`config.mk`:
```
export PLATFORM = sky130hd
export DESIGN_NAME = adc_readout_ctrl
export DESIGN_NICKNAME = d
export VERILOG_FILES = /design/src/rtl/adc_readout_ctrl.sv
export SDC_FILE = /design/constraint.sdc
export NUM_CORES = 1
export LEC_CHECK = 0
export BUFFER_PORTS_ARGS = -buffer_cell sky130_fd_sc_hd__buf_4
export CAP_MARGIN = 20
export CORE_MARGIN = 1
export CORE_UTILIZATION = 50
export DETAILED_ROUTE_END_ITERATION = 6
export PLACE_DENSITY_LB_ADDON = 0.3
export SLEW_MARGIN = 0
export SYNTH_ARGS = -nofsm -noshare
export SYNTH_HDL_FRONTEND = slang
export SYNTH_SLANG_ARGS = --single-unit
```
`constraint.sdc`:
```
create_clock -name clk -period 3.9 [get_ports clk]
set_input_delay 0 -clock clk [delete_from_list [all_inputs] [get_ports clk]]
set_output_delay 0 -clock clk [all_outputs]
set_load 0.1 [all_outputs]
```
`src/rtl/adc_readout_ctrl.sv`:
```
// Serial ADC readout sequencer: shifts DATA_WIDTH bits in over sck/cs_n and emits one AXI-Stream beat per trigger.
// Optional ADC_READOUT_TEST_PATTERN_EN: cfg[3] substitutes a per-beat ramp for the shifted sample.
module adc_readout_ctrl #(
   parameter int unsigned DATA_WIDTH = 18,
   parameter int unsigned SCK_DIV    = 2
) (
   input  logic        clk,
   input  logic        resetn,
   input  logic        trigger,
   input  logic [31:0] block_len,
   input  logic [31:0] cfg,
   output logic        sck,
   output logic        cs_n,
   input  logic        sdi,
   output logic [31:0] m_axis_tdata,
   output logic        m_axis_tvalid,
   input  logic        m_axis_tready,
   output logic        m_axis_tlast,
   output logic        last,
   output logic        overrun
);
   localparam int unsigned DIV_W = (SCK_DIV > 1) ? $clog2(SCK_DIV) : 1;
   localparam int unsigned BIT_W = $clog2(DATA_WIDTH);

   typedef enum logic [1:0] {IDLE, SHIFT, OUTPUT} state_t;

   state_t                state_q, state_d;
   logic [DIV_W-1:0]      div_cnt;
   logic [BIT_W-1:0]      bit_cnt;
   logic [DATA_WIDTH-1:0] shreg;
   logic [31:0]           beat_cnt;
   logic [31:0]           sample;
   logic                  enable, clear, handshake, div_wrap, last_beat;
   logic                  accept, drop, shift_done;
   logic                  unused_cfg;

   assign enable    = cfg[0];
   assign clear     = cfg[2];
   assign handshake = m_axis_tvalid && m_axis_tready;
   assign div_wrap  = (div_cnt == DIV_W'(SCK_DIV - 1));
   // Counter may already sit past a shortened block_len; the next beat then closes the block.
   assign last_beat = (block_len != 32'd0) && (beat_cnt >= (block_len - 32'd1));

`ifdef ADC_READOUT_TEST_PATTERN_EN
   logic [31:0] ramp;

   always_ff @(posedge clk or negedge resetn) begin
      if (!resetn)        ramp <= 32'd0;
      else if (clear)     ramp <= 32'd0;
      else if (handshake) ramp <= ramp + 32'd1;
   end

   assign sample     = cfg[3] ? ramp : 32'($signed(shreg));
   assign unused_cfg = ^{cfg[31:4], cfg[1]};
`else
   assign sample     = 32'($signed(shreg));
   assign unused_cfg = ^{cfg[31:3], cfg[1]};
`endif

   // State register
   always_ff @(posedge clk or negedge resetn) begin
      if (!resetn) state_q <= IDLE;
      else         state_q <= state_d;
   end

   // Next state, trigger accept/drop decisions
   always_comb begin
      state_d    = state_q;
      accept     = 1'b0;
      drop       = 1'b0;
      shift_done = 1'b0;
      case (state_q)
         IDLE: begin
            if (trigger && enable) begin
               accept  = 1'b1;
               state_d = SHIFT;
            end
         end
         SHIFT: begin
            if (trigger && enable) drop = 1'b1;
            if (div_wrap && sck && (bit_cnt == BIT_W'(DATA_WIDTH - 1))) begin
               shift_done = 1'b1;
               state_d    = OUTPUT;
            end
         end
         OUTPUT: begin
            if (handshake) begin
               if (trigger && enable) begin
                  accept  = 1'b1;
                  state_d = SHIFT;
               end else begin
                  state_d = IDLE;
               end
            end else if (trigger && enable) begin
               drop = 1'b1;
            end
         end
         default: state_d = IDLE;
      endcase
   end

   // Serial interface and stream output registers
   always_ff @(posedge clk or negedge resetn) begin
      if (!resetn) begin
         sck           <= 1'b0;
         cs_n          <= 1'b1;
         div_cnt       <= '0;
         bit_cnt       <= '0;
         shreg         <= '0;
         m_axis_tdata  <= 32'd0;
         m_axis_tvalid <= 1'b0;
         m_axis_tlast  <= 1'b0;
         last          <= 1'b0;
      end else begin
         last <= 1'b0;
         if (accept) begin
            cs_n    <= 1'b0;
            sck     <= 1'b0;
            div_cnt <= '0;
            bit_cnt <= '0;
         end else if (state_q == SHIFT) begin
            if (div_wrap) begin
               div_cnt <= '0;
               if (!sck) begin
                  sck   <= 1'b1;
                  shreg <= {shreg[DATA_WIDTH-2:0], sdi};
               end else begin
                  sck     <= 1'b0;
                  bit_cnt <= bit_cnt + 1'b1;
               end
            end else begin
               div_cnt <= div_cnt + 1'b1;
            end
         end
         if (shift_done) begin
            cs_n          <= 1'b1;
            m_axis_tvalid <= 1'b1;
            m_axis_tdata  <= sample;
            m_axis_tlast  <= last_beat;
            last          <= last_beat;
         end else if (handshake) begin
            m_axis_tvalid <= 1'b0;
            m_axis_tlast  <= 1'b0;
         end
      end
   end

   // Beat counter and sticky overrun; clear dominates
   always_ff @(posedge clk or negedge resetn) begin
      if (!resetn) begin
         beat_cnt <= 32'd0;
         overrun  <= 1'b0;
      end else if (clear) begin
         beat_cnt <= 32'd0;
         overrun  <= 1'b0;
      end else begin
         if (drop) overrun <= 1'b1;
         if (handshake) beat_cnt <= m_axis_tlast ? 32'd0 : beat_cnt + 32'd1;
      end
   end
endmodule

```
# Yosys cells after proc, flatten, opt, wreduce, memory -nomap -nowiden
# Index checks and enable logic that the tools add are counted.
word_totals:
  inputBits: 69
  register_bits: 82
  elab_cells: 77
classes:
  eq_ne: 6
  bitwise_logic: 2
  n_reduce_logical: 18
  add_sub_neg: 4
  order_cmp: 1
  n_mux: 34
ops:
  columns: ["cell", "count"]
  rows:
  - ["$mux W32", 3]
  - ["$add A32 B1 Y32 const B", 1]
  - ["$ge A32 B32 Y1", 1]
  - ["$reduce_bool A32 Y1", 1]
  - ["$sub A32 B1 Y32 const B", 1]
  - ["$mux W1", 21]
  - ["$mux W5", 4]
  - ["$reduce_bool A2 Y1", 7]
  - ["$mux W2", 3]
  - ["$ne A2 B2 Y1 const B", 3]
  - ["$pmux W2 S3", 1]
  - ["$reduce_and A3 Y1", 2]
  - ["$add A5 B1 Y5 const B", 1]
  - ["$eq A5 B5 Y1 const B", 1]
  - ["$logic_and A1 B1 Y1", 5]
  - ["$pmux W1 S2", 2]
  - ["$reduce_and A4 Y1", 1]
  - ["$eq A2 B1 Y1 const B", 1]
  - ["$eq A2 B2 Y1 const B", 1]
  - ["$logic_not A2 Y1", 1]
  - ["$not A1 Y1", 2]
  - ["$reduce_and A2 Y1", 1]
  - ["$add A1 B1 Y1 const B", 1]

# Longest topological paths before layout
logic_depth:
  ltp_word: 6
  ltp_mapped: 15
  mapped_depth_nobuf: 14

# Worst setup path before layout
# Ideal clock, no wire load.
synth_path:
  path_kind: "input -> register"
  start: "input block_len[3]"
  end: "register m_axis_tlast"
  arrival_time_ns: 3.233
  stages: 14
  path_buffers: 1
  slack_ns: 0.547
  setup_time_ns: 0.120
  path_cell_list: "or3_4 -> or4_4 -> nand3b_4 -> or3_1 -> buf_6 -> nor2_1 -> xnor2_1 -> ha_1 -> and3_1 -> a221o_1 -> a221oi_1 -> o31ai_1 -> o31a_1 -> a31o_2"
synth_via:
  elab_chain_len: 4
synth_lines:
  columns: ["element", "line", "text"]
  rows:
  - ["from (decl)", "10", "input logic [31:0] block_len,"]
  - ["$sub A32 B1 Y32", "42", "assign last_beat = (block_len != 32'd0) && (beat_cnt >= (block_len - 32'd1));"]
  - ["$ge A32 B32 Y1", "42", null]
  - ["$logic_and A1 B1 Y1 (*)", "42", null]
  - ["$mux W1 (*)", "135", "if (shift_done) begin"]
  - ["to (signal assigned)", "139", "m_axis_tlast <= last_beat;"]
  - ["to (decl)", "18", "output logic m_axis_tlast,"]
# Every way passes the cells marked *; elsewhere a longest branch is shown, timed or not.
# A chain may end at the register's enable or synchronous reset.

# Worst setup path after layout
layout_path:
  start: "input block_len[11]"
  end: "register m_axis_tlast"
# Same word-level chain as after synthesis.

==> Implementation_results.wiki <==
{| class="wikitable"
! Metric !! Value
|-
| Maximum count of clock buffers along a single path || 2
|-
| Detailed Place HPWL || 7890 um
|-
| Total of endpoints with negative setup slack in the final report || 0
|-
| Share of post-route cells with drive strength above 1 || ~25%
|-
| Global placement routability congestion || between 0.8 and 0.9
|-
| Min setup slack post-route || around 0.59 ns
|-
| Non-filler instance count after layout || 717
|-
| Clock slew at the register clock pins of the worst setup and hold paths || 0.08 ns
|-
| Flip-flop and latch count after synthesis || 82
|-
| Reg2reg start || beat_cnt[13]
|-
| Starting density of the core || 51.8%
|-
| Top FF cell, synth || sky130_fd_sc_hd__dfrtp_1
|-
| Type of element launching the critical path || input pin
|-
| Total detailed-routing wirelength || around 11,000 um
|-
| Unrepaired setup endpoints after global routing || no
|-
| Power after layout || 2.07 mW
|-
| Detail-routed via count per cell || between 5 and 6
|-
| Number of placement rows || 36
|-
| Mapped Cells || slightly above 500
|-
| Relative slew margins || 31.7%
|-
| Nets || just under 700
|-
| Sequential-to-total area share from yosys stat || around two fifths
|-
| Met1 global-route usage || 27.2%
|-
| Number of remaining DRC errors || 0
|-
| Status || finished, final reports clean
|-
| Antenna fix cells || 0
|-
| Synthesis-to-finish area growth || 16.5%
|-
| GRT met3 Usage || under 10%
|-
| CTS tree || yes
|-
| Source of the critical timing path || block_len[11]
|-
| Routed len/inst || 14.8 um
|-
| Clock Skews || around 0.013 ns
|-
| Min cycle time layout || roughly 3.3 ns
|-
| Global routing usage on met2 || between 30% and 40%
|-
| Register-to-Register Path Depth || 7
|-
| Area after DPL || ~0.0057 mm2
|-
| Area of the die || about 0.011 mm2
|-
| Worst setup timing slack at the placement stage || roughly 0.20 ns
|-
| Clk root buf || sky130_fd_sc_hd__clkbuf_8
|-
| Vias after detailed routing || around 4k
|-
| Worst Path Max Fanout || 7
|-
| CP Data Arrival Time || 3.55 ns
|-
| Post-route standard cell area excluding fillers || approximately 0.0060 mm2
|-
| Antenna violations before repair || 0
|-
| Synth async-reset ratio || between 90% and 100%
|-
| Hold/Removal Path Class || input pin to async pin
|-
| Count of unique library cells instantiated by Yosys || a little under 60
|-
| Number of I/O pins || roughly 110
|-
| Number of warnings issued by yosys || 0
|-
| Max Transition Viols Final || 0
|-
| Post-CTS Resized || 0
|-
| Core outline area || slightly below 0.01 mm2
|-
| Area share of the largest cell type after synthesis || 39.6%
|-
| Post-route fraction of the period consumed by the critical path || 84.8%
|-
| Tot GR Track Use || between 20% and 30%
|-
| Max-cap violations || 0
|-
| Width of the die || between 100 and 150 um
|-
| Number of fill cells || roughly 820
|-
| Syn_nets || ~620
|-
| CTS Buf Count || 9
|-
| Starting DRT DRC Count || 159
|-
| Netlist area before placement || 0.00511 mm2
|-
| Cell count after placement || around 690
|-
| Die Y || 103 um
|-
| Most Crowded Layer GR || met2
|-
| Number of buffers inserted by port buffering || 76
|-
| Endpoint kind of the worst setup timing path || flop
|-
| H-Tree Depth || 3
|-
| Post-synth EDFFs || 0
|-
| Via count of the first global-routing pass || 3,722
|-
| Residual overflow from global routing || 0
|-
| Wire length of the first global-routing pass || roughly 17,000 um
|-
| Reg2reg setup slack || between 1 and 1.5 ns
|-
| Cell type with the highest aggregate area in the netlist || sky130_fd_sc_hd__dfrtp_1
|-
| Worst endpoint required time || ~4.1 ns
|-
| Clock Sinks || 82
|-
| Worst setup endpoint || m_axis_tlast
|-
| Accumulated negative setup slack || 0 ns
|-
| Area of combinational cells with multiple inputs || 0.00285 mm2
|-
| Clock network latency to the later pin of the worst-skew pair || between 0.3 and 0.4 ns
|-
| Final count of hold timing violations || 0
|-
| Finished Core Util || approximately 60%
|-
| Total power per unit cell area || between 300 and 400 mW/mm2
|-
| Largest net degree at the start of global routing || 83
|-
| Residual antenna-violating net count after detailed routing || 0
|-
| Timing-limited maximum frequency || roughly 0.3 GHz
|-
| CP Class || input pin to flop
|-
| R2r endpoint || m_axis_tlast
|-
| FF/Latch Area || 0.00205 mm2
|-
| Leakage component of the power || 2.79 nW
|-
| Measured slew at the worst slew-check pin || 1.02 ns
|-
| Biggest area contributors in the synthesized netlist || sky130_fd_sc_hd__dfrtp_1 40%, sky130_fd_sc_hd__ha_1 9.8%, sky130_fd_sc_hd__mux2_2 8.1%, sky130_fd_sc_hd__xnor2_1 5.1%, sky130_fd_sc_hd__nor2_1 3.7%
|-
| Mean instance size in the synthesized netlist || ~10 um2
|-
| Worst supply voltage drop on vdd || about 0.28 mV
|-
| Number of detailed-route iterations in the first pass || 4
|-
| Tightest hold margin || about 0.036 ns
|}
-- synthesized netlist by cell type (3+ instances only) --
library cell / number
sky130_fd_sc_hd__a21o_1: 4
sky130_fd_sc_hd__nand2b_1: 3
sky130_fd_sc_hd__xor2_1: 18
sky130_fd_sc_hd__a221o_1: 3
sky130_fd_sc_hd__o21ai_0: 27
sky130_fd_sc_hd__buf_4: 14
sky130_fd_sc_hd__nand3_1: 11
sky130_fd_sc_hd__a31oi_1: 5
sky130_fd_sc_hd__inv_1: 10
sky130_fd_sc_hd__nor3_2: 5
sky130_fd_sc_hd__or4_1: 4
sky130_fd_sc_hd__nor4_1: 9
sky130_fd_sc_hd__and3_1: 8
sky130_fd_sc_hd__and4_1: 3
sky130_fd_sc_hd__mux2_2: 37
sky130_fd_sc_hd__a21oi_1: 26
sky130_fd_sc_hd__nand4_1: 16
sky130_fd_sc_hd__nor3_1: 9
sky130_fd_sc_hd__or3_1: 10
sky130_fd_sc_hd__nand2_1: 38
sky130_fd_sc_hd__dfrtp_1: 81
sky130_fd_sc_hd__ha_1: 40
sky130_fd_sc_hd__xnor2_1: 30
sky130_fd_sc_hd__clkbuf_1: 12
sky130_fd_sc_hd__nor2_1: 50
-- layout make-up --
| type | count | share of cell area (%) |
|---|---|---|
| clock buffer | 9 | 2.08 |
| sequential | 82 | 34.5 |
| clock inverter | 7 | 0.882 |
| inverter | 10 | 0.630 |
| multi-input combinational | 391 | 47.9 |
| tap | 133 | 2.79 |
| timing repair buffer | 85 | 11.3 |
-- cells by family after synthesis --
kind of cell	after synthesis	share of synthesized area [%]
compound gates	81	9.62
xor+xnor	48	8.22
fa+ha+maj	40	9.79
buf+inv	39	4.06
flops	82	40.2
mux	37	8.15
simple gates	185	20.0
-- layer usage --
metal	up-vias	part of all wire, %
met1	1921	45
met5	-	0
met3	12	3.3
met2	70	51
met4	0	1.2
li1	1981	-
-- where the power goes --
group / internal, mW / switching, mW
sequential: 0.946 / 0.0797
clock: 0.237 / 0.323
combinational: 0.214 / 0.270
-- worst min-delay path by stage --
stage	startpoint	endpoint	slack, ns	cells after the start
floorplan	resetn	beat_cnt[0]	-0.30	0
global placement	m_axis_tready	m_axis_tvalid	0.22	2
detailed placement	m_axis_tready	m_axis_tvalid	0.23	2
CTS	trigger	cs_n	0.04	4
global route	resetn	m_axis_tdata[16]	0.03	2
finish	resetn	m_axis_tdata[10]	0.04	2
-- timing repair --
item	in CTS	in global routing
hold endpoints to repair	90	0
buffers inserted	0	0
hold buffers	6	0
-- sequential cells by signal, summed over array words and instances (netlist names) --
| name | flops |
|---|---|
| sck | 1 |
| overrun | 1 |
| state_q | 2 |
| beat_cnt | 32 |
| cs_n | 1 |
| div_cnt | 1 |
| shreg | 18 |
| m_axis_tdata | 18 |
| last | 1 |
| bit_cnt | 5 |
| m_axis_tlast | 1 |
| m_axis_tvalid | 1 |
-- worst max-delay path: stages --
cell and delay, ns:
sky130_fd_sc_hd__buf_4 0.13, sky130_fd_sc_hd__or4_1 0.56, sky130_fd_sc_hd__or3_1 0.37, sky130_fd_sc_hd__or3_1 0.52
sky130_fd_sc_hd__xor2_1 0.20, sky130_fd_sc_hd__ha_1 0.30, sky130_fd_sc_hd__and3_1 0.20, sky130_fd_sc_hd__a221o_1 0.38
sky130_fd_sc_hd__a221oi_1 0.24, sky130_fd_sc_hd__o31ai_1 0.12, sky130_fd_sc_hd__o31a_1 0.29, sky130_fd_sc_hd__a31o_2 0.22
-- layout by cell type, fill, tap and decap left out, types with 11 or more instances in the layout --
cell type                  n
sky130_fd_sc_hd__dfrtp_1  81
sky130_fd_sc_hd__buf_4    78
sky130_fd_sc_hd__nor2_1   50
sky130_fd_sc_hd__ha_1     40
sky130_fd_sc_hd__nand2_1  38
sky130_fd_sc_hd__mux2_2   37
sky130_fd_sc_hd__xnor2_1  30
sky130_fd_sc_hd__o21ai_0  27
sky130_fd_sc_hd__a21oi_1  26
sky130_fd_sc_hd__xor2_1   18
sky130_fd_sc_hd__nand4_1  16
sky130_fd_sc_hd__nand3_1  11
No activity file was read; power rests on OpenSTA's default activity.
